## src/rtl/mux2_stream_arbiter.sv

```systemverilog
// Two-input round-robin stream arbiter with optional packet lock and a
// registered output stage. The grant steers a 2:1 mux carrying
// {valid, last, data}, and the winning beat is captured into the output register.

// Plain 2:1 selector; sel=0 passes a, sel=1 passes b.
module mux_2to1 #(
    parameter int unsigned WIDTH = 8
) (
    input  logic             sel,
    input  logic [WIDTH-1:0] a,
    input  logic [WIDTH-1:0] b,
    output logic [WIDTH-1:0] y
);

    assign y = sel ? b : a;

endmodule

module mux2_stream_arbiter #(
    parameter int unsigned WIDTH   = 8,
    parameter bit          LOCK_EN = 1'b1
) (
    input  logic             clk,
    input  logic             rst_n,

    input  logic             in0_valid,
    output logic             in0_ready,
    input  logic [WIDTH-1:0] in0_data,
    input  logic             in0_last,

    input  logic             in1_valid,
    output logic             in1_ready,
    input  logic [WIDTH-1:0] in1_data,
    input  logic             in1_last,

    output logic             out_valid,
    input  logic             out_ready,
    output logic [WIDTH-1:0] out_data,
    output logic             out_last,
    output logic             out_src
);

    typedef enum logic [1:0] {
        StIdle  = 2'd0,
        StLock0 = 2'd1,
        StLock1 = 2'd2
    } state_e;

    state_e state_q;
    // Preferred source when both inputs request in StIdle.
    logic   prio_q;

    logic   grant;
    logic   sel;
    logic   can_load;
    logic   accept;

    logic [WIDTH+1:0] mux_a;
    logic [WIDTH+1:0] mux_b;
    logic [WIDTH+1:0] mux_y;

    logic             sel_valid;
    logic             sel_last;
    logic [WIDTH-1:0] sel_data;

    // Grant decision: a lock pins the selection, otherwise round-robin on contention.
    always_comb begin
        grant = 1'b0;
        sel   = 1'b0;
        case (state_q)
            StIdle: begin
                if (in0_valid && in1_valid) begin
                    grant = 1'b1;
                    sel   = prio_q;
                end else if (in0_valid) begin
                    grant = 1'b1;
                    sel   = 1'b0;
                end else if (in1_valid) begin
                    grant = 1'b1;
                    sel   = 1'b1;
                end
            end
            StLock0: begin
                grant = 1'b1;
                sel   = 1'b0;
            end
            StLock1: begin
                grant = 1'b1;
                sel   = 1'b1;
            end
            default: begin
                grant = 1'b0;
                sel   = 1'b0;
            end
        endcase
    end

    assign mux_a = {in0_valid, in0_last, in0_data};
    assign mux_b = {in1_valid, in1_last, in1_data};

    mux_2to1 #(
        .WIDTH(WIDTH + 2)
    ) u_mux (
        .sel(sel),
        .a  (mux_a),
        .b  (mux_b),
        .y  (mux_y)
    );

    assign sel_valid = mux_y[WIDTH+1];
    assign sel_last  = mux_y[WIDTH];
    assign sel_data  = mux_y[WIDTH-1:0];

    // The output register can take a beat when empty or being drained this cycle.
    assign can_load  = ~out_valid | out_ready;
    assign in0_ready = can_load & grant & ~sel;
    assign in1_ready = can_load & grant & sel;
    assign accept    = grant & can_load & sel_valid;

    // Output register, lock state and round-robin pointer, all updated on an accepted beat.
    always_ff @(posedge clk or negedge rst_n) begin
        if (!rst_n) begin
            state_q   <= StIdle;
            prio_q    <= 1'b0;
            out_valid <= 1'b0;
            out_data  <= '0;
            out_last  <= 1'b0;
            out_src   <= 1'b0;
        end else begin
            if (can_load) begin
                out_valid <= accept;
            end
            if (accept) begin
                out_data <= sel_data;
                out_last <= sel_last;
                out_src  <= sel;
                // End of packet (or no locking): release and hand priority to the other side.
                if (sel_last || !LOCK_EN) begin
                    state_q <= StIdle;
                    prio_q  <= ~sel;
                end else begin
                    state_q <= sel ? StLock1 : StLock0;
                end
            end
        end
    end

endmodule
```

## config.mk

```make
export PLATFORM = sky130hd
export DESIGN_NAME = mux2_stream_arbiter
export DESIGN_NICKNAME = d
export VERILOG_FILES = /design/src/rtl/mux2_stream_arbiter.sv
export SDC_FILE = /design/constraint.sdc
export NUM_CORES = 1
export LEC_CHECK = 0
export ABC_AREA = 1
export BUFFER_PORTS_ARGS = -buffer_cell sky130_fd_sc_hd__buf_2
export CAP_MARGIN = 10
export CORE_MARGIN = 4
export CORE_UTILIZATION = 45
export DETAILED_ROUTE_END_ITERATION = 10
export PLACE_DENSITY = 0.77
export SLEW_MARGIN = 20
export SYNTH_ARGS = -nofsm -noshare
export SYNTH_HDL_FRONTEND = slang
export SYNTH_SLANG_ARGS = --single-unit
```

## constraint.sdc

```tcl
create_clock -name clk -period 1.8 [get_ports clk]
set_input_delay 0 -clock clk [delete_from_list [all_inputs] [get_ports clk]]
set_output_delay 0 -clock clk [all_outputs]
set_load 0.01 [all_outputs]
```

# Yosys cells after proc, flatten, opt, wreduce, memory -nomap -nowiden
# Cells that the tools add are included.
# totals
register_bits,14
latch_bits,0
ramBits,0
rom_bits,0
output_inout_bits,13
wordCells,29
n_memories,0
# classes
n_addsub,0
multipliers,0
div,0
order_cmp,0
n_eq_ne,2
shifts,0
mux,10
bitwise_logic,7
reduce_logical,4
# op_table
operator,count
2-to-1 mux 10 bit,1
2-to-1 mux 1 bit,5
bitwise AND 1 bit,4
2-to-1 mux 2 bit,2
one-hot mux 1 bit (2 select lines),2
"== test 2 x 1 -> 1 bit, second input constant",1
"== test 2 bit, second input constant",1
logical NOT 2 bit,1
NOT 1 bit,2
AND reduction 2 bit,1
OR reduction 2 bit,1
logical AND 1 bit,1
OR 1 bit,1

# Logic depth before layout (Yosys ltp)
# Gate-level depths: netlist of the first run.
# depth
depth_word,7
ltp_mapped,12

# By module
# Synthesis of the first run repeated with hierarchy kept, for this count alone.
# hier_totals
cells_unflattened,112
area_unflattened_um2,812.0
# by_module_without_submodules
mod,n_inst,cells_per_inst,area_per_inst_um2,seq_area_each_um2
mux2_stream_arbiter,1,80,684.4,350.3
mux_2to1,1,32,127.6,0.0

# Worst setup path after synthesis of the first run
# OpenSTA, ideal clock, no wires.
# synth_timing
kind,reg-to-reg
from,register state_q[0]
to,register out_data[0]
setup_time_ps,116
arrival_ps,1277
required_ps,1684
slack_ps,406
path_stages_with_launch,13
path_cell_list,dfrtp_1 -> inv_1 -> ha_1 -> nand2_1 -> inv_2 -> nand2_2 -> nand2_2 -> nand2_1 -> nand2_2 -> nand2_4 -> buf_6 -> nand2_1 -> nand2_1
# synth_between
elab_chain_cells,5
word_cells_on_any_way,9
classes_between,eq/ne: 2; mux: 3; bitwise: 2; reduce/logical: 2
# synth_lines
item,line_no,source
from (decl),49,state_e state_q;
from (signal assigned),123,state_q <= StIdle;
from (signal assigned),139,state_q <= StIdle;
from (signal assigned),142,state_q <= sel ? StLock1 : StLock0;
== test 2 bit or == test 2 x 1 -> 1 bit (tied branches),70,case (state_q)
OR reduction 2 bit (no line),--,
one-hot mux 1 bit (2 select lines),70,
bitwise AND 1 bit (2 in a row),118,assign accept = grant & can_load & sel_valid;
to (signal assigned),134,out_data <= sel_data;
to (decl),38,"output logic [WIDTH-1:0] out_data,"
# Parallel ways exist; a longest one is shown, timed or not.
# A chain may end at the register's enable or synchronous reset.

# Final worst setup path of the first run
# layout_timing
from,register state_q[0]
to,output in1_ready
# layout_between
elab_chain_cells,5
word_cells_on_any_way,8
classes_between,eq/ne: 2; mux: 2; bitwise: 2; reduce/logical: 2
# layout_lines
item,line_no,source
== test 2 bit or == test 2 x 1 -> 1 bit (tied branches),70,
OR reduction 2 bit (no line),--,
one-hot mux 1 bit (2 select lines),70,
bitwise AND 1 bit,117,assign in1_ready = can_load & grant & sel;
bitwise AND 1 bit *,117,
to (decl),32,"output logic in1_ready,"
# Every way passes the cells marked *; elsewhere a longest branch is shown, timed or not.

==> out/results.txt, run 1 <==
status: finished clean
RSZ-0062 raised after global routing: false
synthesis-to-layout area growth: 33.54%
CP max FO: 13
# IOs: 36
Max Cap Viol: 0
DRT Pass-1 Iters: 4
routed len/inst: 10.84 um
kind of cell adding the most delay to the critical path: buffers and inverters
clock sink count: 14
Arrival @ worst endpoint: 1.68 ns
top cell type by total area after synthesis: dfrtp_1
global placer's final weighted congestion: 0.8046
setup violators final: 0
Synth Area per Inst: 7.031 sq um
Critical-path top delay cell: dfrtp_1
min Tclk post-route: 1.680 ns
Core Util, Final: 66.56%
layout cells sized above 1: 31.37%
Yosys cell types: 15
Max clock buf depth: 2
DRT iter0 DRCs: 20
remaining antenna violation count after routing: 0
Crit. End Element: output pin
HP Class: input pin to register
Area contributors post-synth: dfrtp_1, nand2_1, ha_1
Slew headroom: 79.28%
core area: 1594 sq um
Period Utilization, post-route: 93.32%
fmax: 595.3 MHz
GRT Total Usage: 16.87%
total gr overflow: 0
largest net degree at the start of global routing: 17
first-pass GRT wire length: 3.249 mm
Num CTS Buffers: 3
Pleak: 0.6582 nW
Detail Placement HPWL: 1.504 mm
Post-Route WL: 1.918 mm
placed inst area: 975.9 sq um
Die X: 50.02 um
Worst Path Required: 1.80 ns
final routed DRC violation total: 0
DIE HEIGHT: 50.02 um
antenna cells: 0
Worst Tran Pin Value: 0.3108 ns
Via density: 4.571
Vias: 809
Post-Syn Instances: 113
Slew Viols, Final: 0
slowest stage delay, CP: 0.41 ns
post-synthesis sequential area ratio: 44.09%
vias in the first global route: 819
final instance area: 1061 sq um
pwr dens: 1571 nW/um^2
Mapped Nets: 139
CP cell instances: inv_1 -> ha_1 -> nand2_1 -> inv_2 -> nand2_2 -> nand2_4 -> clkinvlp_4 -> nor2_1 -> buf_2
Clock Latency Late Sink: 0.28 ns
Die ar.: 2502 sq um
kind of critical path: register to output pin
FP Rows: 14
synthesized cell area: 794.5 sq um
Fin. Hold Viols: 0
Worst-path clk slew: 0.09 ns
initial antenna violation count: 0
final setup TNS: 0 ns
top cell type's share of synthesized area: 44.09%
Bufs and invs on worst path: 4
crit path launch type: register
Seq cells post-synth: 14
port bufs: 35
root buffer cell: clkbuf_4
H-tree lvl count: 1
Ys Warns: 0
Final Skew: 0.005423 ns
Max VDD drop: 1.036 mV
CTS tree: done
Final nets: 180
initial core utilization: 49.84%
-- cell usage in the layout (no fill, tap or decap), drive strengths merged --
master,n
nand2,71
buf,36
dfrtp,14
inv,9
nand3,5
nor2,4
clkbuf,4
ha,3
dlygate4sd3,3
o21ai,2
clkinvlp,1
nand4,1
-- registers in the layout (all words and copies together) (netlist names) --
register and cells:
prio_q 1, out_last 1, out_src 1, state_q 2, out_valid 1, out_data 8
-- layer usage --
metal  vias up  track usage [%]  part of all wire, %
met3         4            3.614                  4.5
met1       361            19.14                   42
met5         -                0                    0
met2        25            30.43                   51
met4         0            5.991                  2.0
li1        419                -                    -
-- final cells by class --
class                   count  area (sq um)
clock buffers               4         36.28
inverters                  10         43.79
repair buffers             39         212.7
multi-input cells          86         387.9
well taps                  24         30.03
fillers                   153         533.0
flip-flops and latches     14         350.3
-- cells in the mapped netlist, drive strengths merged --
| cell type | count |
|---|---|
| nand2 | 71 |
| o21ai | 2 |
| dfrtp | 14 |
| ha | 3 |
| nand3 | 5 |
| nand4 | 1 |
| buf | 3 |
| nor2 | 4 |
| inv | 10 |
-- tightest hold or removal path, stage by stage --
cell and delay [ns]:
buf_2 0.11, nand4_1 0.08, nand2_1 0.06
-- logic make-up (layout without fill, tap and decap cells) --
kind of cell | count (synthesis) | after routing | synth area share [%]
AOI/OAI and AO/OA | 2 | 2 | 1.260
adders and majority gates | 3 | 3 | 4.725
buffers and inverters | 13 | 53 | 7.717
DFF | 14 | 14 | 44.09
and+or+nand+nor | 81 | 81 | 42.20
-- power by group --
group | total [W] | switching (W) | internal (W)
Clock | 0.000228 | 0.000105 | 0.000123
Sequential | 0.000534 | 0.0000747 | 0.000459
Combinational | 0.000905 | 0.000574 | 0.000331
Total | 0.00167 | 0.000754 | 0.000914
-- through the flow --
stage	power [W]	setup WS (ns)	instances	hold slack (ns)
6_report	0.001667	0.1203	177	0.006265
5_1_grt	0.001844	0.01081	177	0.02155
4_1_cts	0.001668	0.009896	177	0.006329
3_5_place_dp	0.001405	0.1175	169	-0.09068
3_3_place_gp	0.001378	0.1788	169	-0.09232
2_1_floorplan	0.001168	0.4064	113	-0.2956
-- what timing repair did --
action | in CTS | in global routing
setup buffers | 1 | 0
resized for setup | 1 | 2
hold endpoints to repair | 16 | 0
hold buffers | 3 | 0
setup endpoints to repair | 1 | 10
-- path summary, 6_finish.rpt --
check / cells after the start / from / slack, ns / end
min in group asynchronous: 2 / rst_n / 0.13 / out_valid
max in group asynchronous: 2 / rst_n / 1.43 / out_data[5]
worst max register to register: 12 / state_q[0] / 0.15 / out_data[6]
worst max-delay path: 9 / state_q[0] / 0.12 / in1_ready
worst min-delay path: 3 / in0_last / 0.006 / prio_q
worst min register to register: 2 / out_last / 0.47 / out_last
(Power assumes the default switching activity.)
==> run 2: changes to the inputs <==
--- a/config.mk
+++ b/config.mk
@@ -9,9 +9,9 @@
 export BUFFER_PORTS_ARGS = -buffer_cell sky130_fd_sc_hd__buf_2
 export CAP_MARGIN = 10
 export CORE_MARGIN = 4
-export CORE_UTILIZATION = 45
+export CORE_UTILIZATION = 48
 export DETAILED_ROUTE_END_ITERATION = 10
-export PLACE_DENSITY = 0.77
+export PLACE_DENSITY = 0.81
 export SLEW_MARGIN = 20
 export SYNTH_ARGS = -nofsm -noshare
 export SYNTH_HDL_FRONTEND = slang
==> constraint.sdc (replaced) <==
create_clock -name clk -period 1.98 [get_ports clk]
set_input_delay 0 -clock clk [delete_from_list [all_inputs] [get_ports clk]]
set_output_delay 0 -clock clk [all_outputs]
set_load 0.01 [all_outputs]
==> run 2 against run 1 <==
  * Global-route usage up 0.43 points
  * Register-to-register slack better by 0.12 ns
  * Non-clock buffer count up 2
  * Largest cell class unchanged
==> out/results.txt, run 2 (synthesis gave the netlist of run 1 again) <==
Vias: 812 (+0.37%)
Max Cap Viol: 0 (unchanged)
Clock Latency Late Sink: 0.28 ns (about the same)
Worst Tran Pin Value: 0.3146 ns (+0.003855 ns)
vias in the first global route: 788 (-3.8%)
RSZ-0062 raised after global routing: false
min Tclk post-route: 1.794 ns
layout cells sized above 1: 31.61% (+0.24 points)
Die X: 48.69 um (-2.7%)
Crit. End Element: output pin
antenna cells: 0 (unchanged)
kind of critical path: register to output pin
Period Utilization, post-route: 90.62%
DRT Pass-1 Iters: 4 (unchanged)
setup ws final: 0.1858 ns (+0.06553 ns)
crit path launch type: register
Num CTS Buffers: 3 (unchanged)
initial core utilization: 51.54% (+1.7 points)
setup violators final: 0 (unchanged)
largest net degree at the start of global routing: 17 (unchanged)
CP Launch Point: state_q[0]
CTS tree: done
r2r endpoint: out_data[5]
Pleak: 0.6659 nW (+1.2%)
placed inst area: 965.9 sq um (-1.0%)
max reg flops: 8 (unchanged)
Worst-path clk slew: 0.08 ns (about the same)
DRT iter0 DRCs: 24 (+20%)
core area: 1541 sq um (-3.3%)
H-tree lvl count: 1 (unchanged)
sw power: 0.0006864 W (-8.9%)
Worst Path Required: 1.98 ns (+0.18 ns)
Fill cells: 125 (-18%)
routed len/inst: 11.07 um (+2.2%)
GRT Total Usage: 17.29% (+0.43 points)
Final Skew: 0.001344 ns (-0.004079 ns)
flop2flop setup slack: 0.27 ns (+0.12 ns)
Post-Route WL: 1.893 mm (-1.3%)
port bufs: 35 (unchanged)
Hold WS: 0.01443 ns (+0.008164 ns)
first-pass GRT wire length: 3.298 mm (+1.5%)
fmax: 557.3 MHz
reg2reg start: state_q[0]
HP Class: input pin to register
Regs by FF count: out_data (8), state_q (2)
initial antenna violation count: 0 (unchanged)
Combinational Power Share: 54.1% (-0.2 points)
Top reg by flops: out_data
synthesis-to-layout area growth: 33.54% (unchanged)
Fin. Hold Viols: 0 (unchanged)
# IOs: 36 (unchanged)
Flop pwr share: 32.2% (+0.2 points)
global placer's final weighted congestion: 0.8403 (+4.4%)
clock sink count: 14 (unchanged)
final setup TNS: 0 ns (unchanged)
Reg2Reg Depth: 12 (unchanged)
most common cell after layout, fill and taps aside: nand2_1
CP endpoint: in1_ready
root buffer cell: clkbuf_4
DIE HEIGHT: 48.69 um (-2.7%)
Int Pwr: 0.0008375 W (-8.3%)
Slew Viols, Final: 0 (unchanged)
Final nets: 182 (+1.1%)
Via density: 4.749 (+3.9%)
pwr dens: 1436 nW/um^2 (-8.6%)
Max VDD drop: 0.6944 mV (-33%)
pre-CTS WS: 0.3177 ns (+0.2002 ns)
Slew headroom: 79.03% (-0.26 points)
most frequent cells in the layout: nand2_1, buf_2, dfrtp_1, inv_1, nand3_1
status: finished clean
final routed DRC violation total: 0 (unchanged)
Max clock buf depth: 2 (unchanged)
remaining antenna violation count after routing: 0 (unchanged)
Die ar.: 2370 sq um (-5.3%)
total gr overflow: 0 (unchanged)
Clk network pwr share: 13.7% (about the same)
Arrival @ worst endpoint: 1.79 ns (+0.11 ns)
FP Rows: 14 (unchanged)
final instance area: 1061 sq um (unchanged)
Detail Placement HPWL: 1.490 mm (-0.92%)
Sw Ratio: 45.04% (-0.16 points)
CP max FO: 13 (unchanged)
[run 2: changes by cell type in the layout (fill, tap and decap cells not counted), sizes merged]
cell,previous run,this run
buf,36,37
dlygate4sd3,3,4
[run 2: what timing repair did]
item                                    in CTS  in global routing
hold endpoints to repair                    17                  0
resized for setup                            0                  1
endpoints found under the setup margin       0                  1
hold buffers                                 4                  0
buffers inserted                             0                  2
[run 2: metrics by stage]
step / power [W] / utilization (%) / cells
2_1_floorplan: 0.001062 / - / 113
3_3_place_gp: 0.001251 / 62.66 / 161
3_5_place_dp: 0.001278 / 62.66 / 161
4_1_cts: 0.001500 / 67.61 / 169
5_1_grt: 0.001689 / 68.83 / 171
6_report: 0.001524 / 68.83 / 171
[run 2: power by group through the flow]
stage	registers (W)	logic, W	clock network, W
after floorplan	0.000537	0.000524	0
after global placement	0.000490	0.000761	0
after detailed placement	0.000496	0.000782	0
after CTS	0.000491	0.000793	0.000215
after global routing	0.000514	0.000941	0.000233
final	0.000491	0.000824	0.000209
[run 2: worst max-delay path: stages, from the launching register on]
cell	delay, ns
dfrtp_1	0.41
inv_1	0.09
ha_1	0.16
nand2_1	0.08
inv_2	0.05
nand2_2	0.05
nand2_2	0.20
clkinvlp_4	0.17
nor2_1	0.15
buf_2	0.15
[run 2: final cells by class]
| cell class | count | area, sq um | area share (%) |
|---|---|---|---|
| multi-input cells | 86 | 382.9 | 36.08 |
| flip-flops and latches | 14 | 350.3 | 33.02 |
| repair buffers | 41 | 230.2 | 21.70 |
| inverters | 10 | 41.29 | 3.892 |
| clock buffers | 4 | 36.28 | 3.420 |
| well taps | 16 | 20.02 | 1.887 |
[run 2: how the worst min path moves through the flow]
stage / start / end / slack, ns / cells after the start
floorplan: rst_n / out_data[0] / -0.30 / 0
global placement: rst_n / out_valid / -0.10 / 1
detailed placement: rst_n / out_valid / -0.09 / 1
CTS: in1_data[0] / out_data[0] / 0.01 / 5
global route: in0_data[2] / out_data[2] / 0.03 / 5
finish: in0_data[4] / out_data[4] / 0.01 / 5
[run 2: per-layer routing]
metal	share of wire (%)	global-route usage, %	vias up
met5	0	0	-
li1	-	-	421
met1	44	22.48	362
met2	50	27.17	26
met4	1.1	6.726	0
met3	5.3	4.601	3
==> run 3: changes to the inputs <==
--- a/config.mk
+++ b/config.mk
@@ -6,7 +6,7 @@
 export NUM_CORES = 1
 export LEC_CHECK = 0
 export ABC_AREA = 1
-export BUFFER_PORTS_ARGS = -buffer_cell sky130_fd_sc_hd__buf_2
+export BUFFER_PORTS_ARGS = -buffer_cell sky130_fd_sc_hd__buf_4
 export CAP_MARGIN = 10
 export CORE_MARGIN = 4
 export CORE_UTILIZATION = 48
==> run 3 against run 2 <==
  * Final cell count unchanged
  * Clock power decreased by 21%
  * Sequential power about the same
  * Register-to-register slack got worse by 0.07 ns
  * Critical path type unchanged
  * Via count grew 2.3%
  * Power grew 5.2%
==> out/results.txt, run 3 (synthesis gave the netlist of run 1 again) <==
first-pass GRT wire length: 3.346 mm (+1.5%)
GRT Total Usage: 17.70% (+0.41 points)
clock sink count: 14 (unchanged)
routed len/inst: 12.70 um (+15%)
kind of cell adding the most delay to the critical path: simple AND/OR/NAND/NOR gates
Via density: 4.860 (+2.3%)
Worst-path clk slew: 0.09 ns (about the same)
Regs by FF count: out_data (8), state_q (2)
pre-CTS WS: 0.2634 ns (-0.05434 ns)
Period Utilization, post-route: 93.65% (+3.0 points)
global placer's final weighted congestion: 0.8006 (-4.7%)
Bufs and invs on worst path: 4 (unchanged)
core area: 1541 sq um (unchanged)
Worst Tran Pin Value: 0.2065 ns (-0.1082 ns)
DRT iter0 DRCs: 29 (+21%)
Top reg by flops: out_data
root buffer cell: clkbuf_4
min Tclk post-route: 1.854 ns (+0.06012 ns)
slowest stage delay, CP: 0.41 ns (about the same)
pwr dens: 1394 nW/um^2 (-2.9%)
CP max FO: 13 (unchanged)
initial antenna violation count: 0 (unchanged)
FP Rows: 14 (unchanged)
Post-Route WL: 2.172 mm (+15%)
initial core utilization: 51.54% (unchanged)
antenna cells: 0 (unchanged)
Critical-path top delay cell: dfrtp_1
status: finished clean
max reg flops: 8 (unchanged)
remaining antenna violation count after routing: 0 (unchanged)
Clock Latency Late Sink: 0.28 ns (about the same)
CP cell instances: inv_1 -> ha_1 -> nand2_1 -> inv_2 -> nand2_2 -> nand2_4 -> clkinvlp_4 -> nor2_2 -> buf_4
Core Util, Final: 74.59% (+5.8 points)
most common cell after layout, fill and taps aside: nand2_1
Slew Viols, Final: 0 (unchanged)
synthesis-to-layout area growth: 44.72%
Die X: 48.69 um (unchanged)
Pleak: 0.6899 nW (+3.6%)
port bufs: 35 (unchanged)
final routed DRC violation total: 0 (unchanged)
Final nets: 183 (+0.55%)
placed inst area: 1054 sq um (+9.1%)
Max Cap Viol: 0 (unchanged)
Hold WS: 0.01418 ns (-0.0002526 ns)
HP Class: input pin to register
setup ws final: 0.1257 ns (-0.06012 ns)
Detail Placement HPWL: 1.526 mm (+2.4%)
Fin. Hold Viols: 0 (unchanged)
Fill cells: 125 (unchanged)
Max clock buf depth: 2 (unchanged)
fmax: 539.3 MHz (-3.2%)
vias in the first global route: 790 (+0.25%)
Arrival @ worst endpoint: 1.85 ns (+0.06 ns)
most frequent cells in the layout: nand2_1, buf_4, dfrtp_1, inv_1, nand3_1
Slew headroom: 86.19% (+7.2 points)
Worst Path Required: 1.98 ns (about the same)
Max VDD drop: 0.8584 mV (+24%)
setup violators final: 0 (unchanged)
layout cells sized above 1: 32.26% (+0.65 points)
Crit. End Element: output pin
# IOs: 36 (unchanged)
CTS tree: done
kind of critical path: register to output pin
DIE HEIGHT: 48.69 um (unchanged)
largest net degree at the start of global routing: 17 (unchanged)
Vias: 831 (+2.3%)
total gr overflow: 0 (unchanged)
crit path launch type: register
Final Skew: 0.003864 ns (+0.002520 ns)
final instance area: 1150 sq um (+8.4%)
Die ar.: 2370 sq um (unchanged)
DRT Pass-1 Iters: 4 (unchanged)
Num CTS Buffers: 3 (unchanged)
H-tree lvl count: 1 (unchanged)
[run 3: path summary, 6_finish.rpt]
kind / slack, ns / start / cells after the start / to
setup / recovery: 0.13 / state_q[0] / 9 / in1_ready
hold / removal: 0.01 / in0_data[6] / 5 / out_data[6]
setup reg to reg: 0.20 / state_q[0] / 12 / out_data[0]
hold reg to reg: 0.48 / out_last / 2 / out_last
max in group asynchronous: 1.72 / rst_n / 2 / out_data[2]
min in group asynchronous: 0.09 / rst_n / 2 / out_valid
[run 3: where the power goes]
group          total (W)  internal (W)  switching [W]
sequential      0.000492      0.000418      0.0000743
combinational   0.000946      0.000401       0.000545
clock           0.000165     0.0000705      0.0000945
[run 3: worst reg2reg max path: stages, from the launching register on]
cell and delay [ns]:
dfrtp_1 0.41, inv_1 0.09, ha_1 0.19, nand2_1 0.11
inv_2 0.07, nand2_2 0.07, nand2_4 0.15, clkinvlp_4 0.19
buf_4 0.17, nand2_1 0.06, nand2_1 0.06, nand2_1 0.06
nand2_1 0.04
[run 3: timing repair]
action / CTS / global route
endpoints found under the setup margin: 0 / 1
resized for setup: 0 / 3
endpoints found under the hold margin: 17 / 0
setup buffers: 0 / 3
hold buffers: 4 / 0
[run 3: metrics by stage]
step	TNS, ns	cells	total power, W
3_3_place_gp	0	161	0.001338
5_1_grt	-0.01487	171	0.001757
2_1_floorplan	0	113	0.001062
3_5_place_dp	0	161	0.001366
6_report	0	171	0.001603
4_1_cts	0	168	0.001539
[run 3: cell type report]
cell class              instances  area (sq um)  share of cell area, %
flip-flops and latches         14         350.3                  30.47
inverters                      10         41.29                  3.591
multi-input cells              86         390.4                  33.95
repair buffers                 42         325.3                  28.29
clock buffers                   3         22.52                  1.959
well taps                      16         20.02                  1.741
[run 3: routing by layer]
| layer | GRT usage, % | wire length (um) | share of wire (%) | vias up |
|---|---|---|---|---|
| met3 | 4.601 | 132 | 6.1 | 4 |
| met2 | 33.91 | 1178 | 54 | 31 |
| li1 | - | - | - | 427 |
| met5 | 0 | 0 | 0 | - |
| met1 | 18.87 | 843 | 39 | 369 |
| met4 | 4.036 | 16 | 0.74 | 0 |
